===== config.mk =====
export PLATFORM = sky130hd
export DESIGN_NAME = heap_feeder
export DESIGN_NICKNAME = d
export VERILOG_FILES = /design/src/rtl/heap_feeder_pkg.sv /design/src/rtl/heap_window_ram.sv /design/src/rtl/heap_feeder.sv
export SDC_FILE = /design/constraint.sdc
export NUM_CORES = 1
export LEC_CHECK = 0
export BUFFER_PORTS_ARGS = -buffer_cell sky130_fd_sc_hd__buf_2
export CAP_MARGIN = 20
export CELL_PAD_IN_SITES_DETAIL_PLACEMENT = 0
export CELL_PAD_IN_SITES_GLOBAL_PLACEMENT = 2
export CORE_ASPECT_RATIO = 2
export CORE_MARGIN = 4
export CORE_UTILIZATION = 25
export CTS_CLUSTER_SIZE = 20
export DETAILED_ROUTE_END_ITERATION = 6
export HOLD_SLACK_MARGIN = 0.1
export PLACE_DENSITY_LB_ADDON = 0.08
export SYNTH_ARGS = -nofsm -noshare
export SYNTH_HDL_FRONTEND = slang
export SYNTH_SLANG_ARGS = --single-unit

===== constraint.sdc =====
create_clock -name clk -period 3.55 [get_ports clk]
set_input_delay 0.71 -clock clk [delete_from_list [all_inputs] [get_ports clk]]
set_output_delay 0.71 -clock clk [all_outputs]
set_load 0.05 [all_outputs]

===== src/rtl/heap_feeder_pkg.sv =====
// Shared definitions for the heap feeder: FSM state encoding, strobe timing
// legality check and an address-width helper.
package heap_feeder_pkg;

    typedef enum logic [1:0] {
        IDLE   = 2'd0,
        STROBE = 2'd1,
        GAP    = 2'd2
    } feeder_state_t;

    // The strobe needs at least one high cycle and at least one low cycle
    // before the block returns to IDLE.
    function automatic bit fs_timing_legal(input int unsigned fs_high,
                                           input int unsigned fs_period);
        return (fs_high >= 1) && (fs_period >= fs_high + 2);
    endfunction

    // Index width for a table of the given depth, never less than one bit.
    function automatic int unsigned addr_bits(input int unsigned depth);
        return (depth > 1) ? $clog2(depth) : 1;
    endfunction

endpackage


===== src/rtl/heap_window_ram.sv =====
// Sliding-window sample storage: DEPTH x (WIDTH+1), single port,
// synchronous read with read-before-write at the shared address.
// READ_EN=0 drops the read register; rd_data then reads as zero.
module heap_window_ram
    import heap_feeder_pkg::*;
#(
    parameter int WIDTH   = 31,
    parameter int DEPTH   = 31,
    parameter bit READ_EN = 1'b1
) (
    input  logic                         clk,
    input  logic                         we,
    input  logic [addr_bits(DEPTH)-1:0]  addr,
    input  logic [WIDTH:0]               wr_data,
    input  logic                         rd_en,
    output logic [WIDTH:0]               rd_data
);

    logic [WIDTH:0] mem [DEPTH];

    // Write port; contents are deliberately not cleared by reset.
    always_ff @(posedge clk) begin
        if (we) begin
            mem[addr] <= wr_data;
        end
    end

    if (READ_EN) begin : g_read
        // Registered read of the entry about to be overwritten (old value).
        always_ff @(posedge clk) begin
            if (rd_en) begin
                rd_data <= mem[addr];
            end
        end
    end else begin : g_no_read
        logic unused_sink;
        assign unused_sink = rd_en ^ (^mem[addr]);
        assign rd_data     = '0;
    end

endmodule


===== src/rtl/heap_feeder.sv =====
// Heap feeder: accepts samples from a valid/ready source, presents each to
// the sorter with an fs strobe of FS_HIGH cycles and throttles acceptance to
// one per FS_PERIOD cycles, while tracking a WINDOW_LENGTH sliding window.
// Optional eviction reporting is enabled by defining HEAP_FEEDER_EVICT_EN.
module heap_feeder
    import heap_feeder_pkg::*;
#(
    parameter int WIDTH         = 31,
    parameter int WINDOW_LENGTH = 31,
    parameter int FS_HIGH       = 2,
    parameter int FS_PERIOD     = 8
) (
    input  logic                                   clk,
    input  logic                                   rst,
    input  logic                                   in_valid,
    output logic                                   in_ready,
    input  logic [WIDTH:0]                         in_data,
    output logic                                   fs,
    output logic                                   en_rec_in,
    output logic [WIDTH:0]                         data_in,
    output logic                                   window_full,
    output logic [$clog2(WINDOW_LENGTH+1)-1:0]     sample_count,
    output logic                                   evict_valid,
    output logic [WIDTH:0]                         evict_data
);

    localparam int unsigned PTR_W = addr_bits(WINDOW_LENGTH);
    localparam int unsigned CNT_W = $clog2(WINDOW_LENGTH + 1);
    localparam int unsigned TMR_W = addr_bits(FS_PERIOD);

    if (!fs_timing_legal(FS_HIGH, FS_PERIOD)) begin : g_bad_timing
        $error("heap_feeder: FS_PERIOD must be >= FS_HIGH+2 and FS_HIGH >= 1");
    end

    feeder_state_t      state, state_next;
    logic [TMR_W-1:0]   tmr, tmr_next;
    logic [PTR_W-1:0]   wr_ptr;
    logic               accept;

    assign in_ready    = (state == IDLE);
    assign accept      = in_valid && in_ready;
    assign window_full = (sample_count == CNT_W'(WINDOW_LENGTH));

    // State and phase timer registers.
    always_ff @(posedge clk) begin
        if (rst) begin
            state <= IDLE;
            tmr   <= '0;
        end else begin
            state <= state_next;
            tmr   <= tmr_next;
        end
    end

    // Next state: FS_HIGH cycles in STROBE, FS_PERIOD-FS_HIGH-1 in GAP.
    always_comb begin
        state_next = state;
        tmr_next   = tmr;
        unique case (state)
            IDLE: begin
                if (accept) begin
                    state_next = STROBE;
                    tmr_next   = TMR_W'(FS_HIGH - 1);
                end
            end
            STROBE: begin
                if (tmr == '0) begin
                    state_next = GAP;
                    tmr_next   = TMR_W'(FS_PERIOD - FS_HIGH - 2);
                end else begin
                    tmr_next = tmr - TMR_W'(1);
                end
            end
            GAP: begin
                if (tmr == '0) begin
                    state_next = IDLE;
                end else begin
                    tmr_next = tmr - TMR_W'(1);
                end
            end
            default: state_next = IDLE;
        endcase
    end

    // Registered strobe so the sorter sees a clean level with no decode glitches.
    always_ff @(posedge clk) begin
        if (rst) begin
            fs <= 1'b0;
        end else begin
            fs <= (state_next == STROBE);
        end
    end

    // Sample capture, record enable, window pointer and fill count.
    always_ff @(posedge clk) begin
        if (rst) begin
            data_in      <= '0;
            en_rec_in    <= 1'b0;
            wr_ptr       <= '0;
            sample_count <= '0;
        end else if (accept) begin
            data_in   <= in_data;
            en_rec_in <= 1'b1;
            wr_ptr    <= (wr_ptr == PTR_W'(WINDOW_LENGTH - 1)) ? '0 : wr_ptr + PTR_W'(1);
            if (!window_full) begin
                sample_count <= sample_count + CNT_W'(1);
            end
        end
    end

`ifdef HEAP_FEEDER_EVICT_EN
    localparam bit READ_EN = 1'b1;
`else
    localparam bit READ_EN = 1'b0;
`endif

    logic [WIDTH:0] ram_rd_data;

    heap_window_ram #(
        .WIDTH   (WIDTH),
        .DEPTH   (WINDOW_LENGTH),
        .READ_EN (READ_EN)
    ) u_ram (
        .clk     (clk),
        .we      (accept),
        .addr    (wr_ptr),
        .wr_data (in_data),
        .rd_en   (accept),
        .rd_data (ram_rd_data)
    );

`ifdef HEAP_FEEDER_EVICT_EN
    // Eviction pulse one cycle after an acceptance into a full window.
    always_ff @(posedge clk) begin
        if (rst) begin
            evict_valid <= 1'b0;
        end else begin
            evict_valid <= accept && window_full;
        end
    end

    // The RAM read register is not reset; gating keeps evict_data at zero
    // outside the pulse, including straight after reset.
    assign evict_data = evict_valid ? ram_rd_data : '0;
`else
    logic ram_rd_unused;
    assign ram_rd_unused = ^ram_rd_data;
    assign evict_valid   = 1'b0;
    assign evict_data    = '0;
`endif

endmodule


==> impl_metrics.env <==
export IMPL_grt_first_pass_wirelength_um=8530
export IMPL_routabilityCongestion=0.727
export IMPL_maxSlewHeadroom_pct=42.2
export IMPL_cp_required_ps=2840
export IMPL_tritoncts_num_buffers=5
export IMPL_route_detailed_wl_per_inst_um=13.2
export IMPL_initial_core_util_pct=25.6
export IMPL_synth_largest_type_area_fraction_pct=43.7
export IMPL_clock_tree_from_tritoncts="done"
export IMPL_antenna_found_initial=0
export IMPL_worst_slack_ps=1320
export IMPL_timing_worst_slew_pin_value_ps=867
export IMPL_synth_ff_latch_count=44
export IMPL_worst_path_depth=4
export IMPL_yosysSeqAreaShare_pct=43.7
export IMPL_post_route_period_util_pct=62.9
export IMPL_timing_final_hold_violations=0
export IMPL_slew_viol_final=0
export IMPL_grt_use_total_pct=11.5
export IMPL_htreeDepth=2
export IMPL_final_fill_count=872
export IMPL_grt_overflow=0
export IMPL_worst_skew_pair_late_latency_ps=290
export IMPL_share_of_final_layout_standard_cells_stronger_than_drive_strength_1_pct=28.8
export IMPL_synth_top_cells_by_area="dfxtp_1 (44%), buf_4 (13%), nand2_1 (12%)"
export IMPL_numPortBuffers=75
export IMPL_antennaDiodeCount=0
export IMPL_cts_hold_buffers=0
export IMPL_worst_ir_drop_vdd_uv=309
export IMPL_ctsLongestPathBuffers=2
export IMPL_top_cell_family_by_delay_on_the_critical_path="flip-flops"
export IMPL_post_synth_instance_area_um2=2020
export IMPL_ant_nets=0
export IMPL_unrepaired_setup_endpoints_after_global_routing="no"
export IMPL_routed_via_density=4.11
export IMPL_clock_sink_count=44
export IMPL_cp_buffers_inverters=1
export IMPL_outcome="completed"
export IMPL_io_pins=109
export IMPL_worst_case_clock_skew_ps=7.90
export IMPL_worst_path_max_delay_cell="dfxtp_1"
export IMPL_asyncSetResetFlopFracSynth_pct=0
export IMPL_min_delay_path_class="flop to flop"
export IMPL_placeableCoreArea_um2=7890
export IMPL_synth_edf_count=0
export IMPL_power_per_cell_area_nw_per_um2=648
export IMPL_timing_hold_worst_path_depth=2
export IMPL_numPlacedInstances=400
export IMPL_power_leakage_uw=0.00122
export IMPL_fmax_mhz=448
export IMPL_rows=46
export IMPL_worst_path_largest_cell_delay_ps=400
export IMPL_worstSetupStartpointType="flop"
export IMPL_synth_common_cells="nand2_1 (67), dfxtp_1 (44), a21oi_1 (38), buf_4 (36), nor2_1 (10)"
export IMPL_clock_tree_root_cell="clkbuf_16"
export IMPL_critical_setup_path_kind="flop to output port"
export IMPL_detailed_place_hpwl_um=3940
export IMPL_grt_max_degree=44
export IMPL_num_nets_final=354
export IMPL_ys_flop_type="dfxtp_1"
export IMPL_post_synth_cell_area_avg_um2=8.29
export IMPL_cts_repair_resized=0
export IMPL_crit_path_frequent_cell="ha_1"
export IMPL_die_h_um=135
export IMPL_die_width_um=71.5
export IMPL_via_count=1675
export IMPL_postRouteWirelength_um=5390
export IMPL_residual_drc_count=0
export IMPL_critPathArrivalTime_ps=1520
export IMPL_netlist_cell_type_count=33
export IMPL_area_growth_from_synthesis_to_layout_pct=23.3
export IMPL_synthMostInstantiatedCell="nand2_1"
export IMPL_endpoint_kind="output port"
export IMPL_dr_first_iter_drc_count=74
export IMPL_post_synth_inst_count=243
export IMPL_worstPathMaxFanout=4
export IMPL_finalCriticalPeriod_ps=2230
export IMPL_place_ws_ps=1570
export IMPL_final_instance_count_excl_fill=408
export IMPL_yosysWarnings=0
export IMPL_die_area_um2=9650
export IMPL_firstDrtPassIters=4
export IMPL_clock_edge_transition_at_the_registers_on_the_reported_setup_and_hold_paths_ps=60
export IMPL_vias_in_the_first_global_route=1718
export IMPL_worstPathCellList="ha_1 -> and3_1 -> ha_1 -> buf_2"
export IMPL_maxCapViolCount=0
export IMPL_setup_viol=0
export IMPL_fin_setup_tns_ps=0
export IMPL_worstRegToRegCells=5
export IMPL_post_cts_setup_buffers=0
export IMPL_synth_top_cell_by_area="dfxtp_1"
-- metal layers --
metal	track usage, %	share of wire (%)
met1	11.3	35
met2	21.9	55
met3	3.28	7.8
met4	4.71	1.8
met5	0	0
-- cell type report --
class,count,area [um2],area share (%)
Clock inverter,2,38.8,1.56
Inverter,4,15.0,0.604
Clock buffer,6,139,5.59
Tap cell,96,120,4.83
Timing Repair Buffer,75,375,15.1
Multi-Input combinational cell,181,916,36.9
Sequential cell,44,881,35.4
-- logic make-up after synthesis --
logic type               share of synthesized area [%]
buffers and inverters                             16.8
flip-flops                                        43.7
XOR/XNOR                                          1.30
adder cells (fa/ha/maj)                           4.97
AO/OA/AOI/OAI                                     14.0
AND/OR/NAND/NOR                                   19.1
other                                            0.186
-- where the power goes --
group | internal (uW) | switching (uW)
clock network | 353 | 198
logic | 112 | 376
registers | 543 | 28.6
total | 1010 | 603
-- worst reg2reg max path, delay by kind of cell, from the launching register on --
kind	cells	cell delay [ps]
AND/OR/NAND/NOR	1	630
AO/OA/AOI/OAI	2	440
flip-flops	1	340
adder cells (fa/ha/maj)	1	270
buffers and inverters	1	90
-- registers in the layout (all words and copies together), names as in the netlist --
| name | flops |
|---|---|
| data_in | 32 |
| sample_count | 5 |
| tmr | 3 |
| state | 2 |
| en_rec_in | 1 |
| fs | 1 |
-- cells in the final DEF (no fill, tap or decap) --
master and count:
nor2b_2 1, nand2b_1 1, nor4b_1 1, o21ai_0 2
xnor2_1 1, clkbuf_8 1, clkbuf_16 5, and3_1 1
buf_2 75, and2_2 1, o31a_1 1, and3b_1 1
conb_1 33, nand2_1 67, nor4_1 1, a211oi_1 1
a21boi_0 1, nor2_1 10, ha_1 8, inv_1 4
nor2b_4 1, o211a_1 1, a21oi_1 38, nand2_2 1
bufinv_16 1, nor3_1 2, nand4_2 1, xor2_1 2
a211oi_4 1, clkinv_4 1, dfxtp_1 44, o221a_2 1
a21o_1 1, a2bb2oi_1 1
-- path summary, 6_finish.rpt --
check | to | slack, ps | startpoint
worst max-delay path | window_full | 1320 | sample_count[0]
worst min-delay path | data_in[2] | 450 | data_in[2]
worst max register to register | fs | 1740 | state[0]
worst min register to register | data_in[2] | 450 | data_in[2]
-- per-stage QoR --
stage | total power (uW) | hold slack, ps | util (%) | instance area (um2)
floorplan | 1010 | 480 | - | 2140
global placement | 1080 | 440 | 29.3 | 2310
detailed placement | 1080 | 445 | 29.3 | 2310
CTS | 1640 | 454 | 31.5 | 2480
global route | 1700 | 470 | 31.5 | 2480
finish | 1610 | 450 | 31.5 | 2480
No activity file was read; power rests on OpenSTA's default activity.
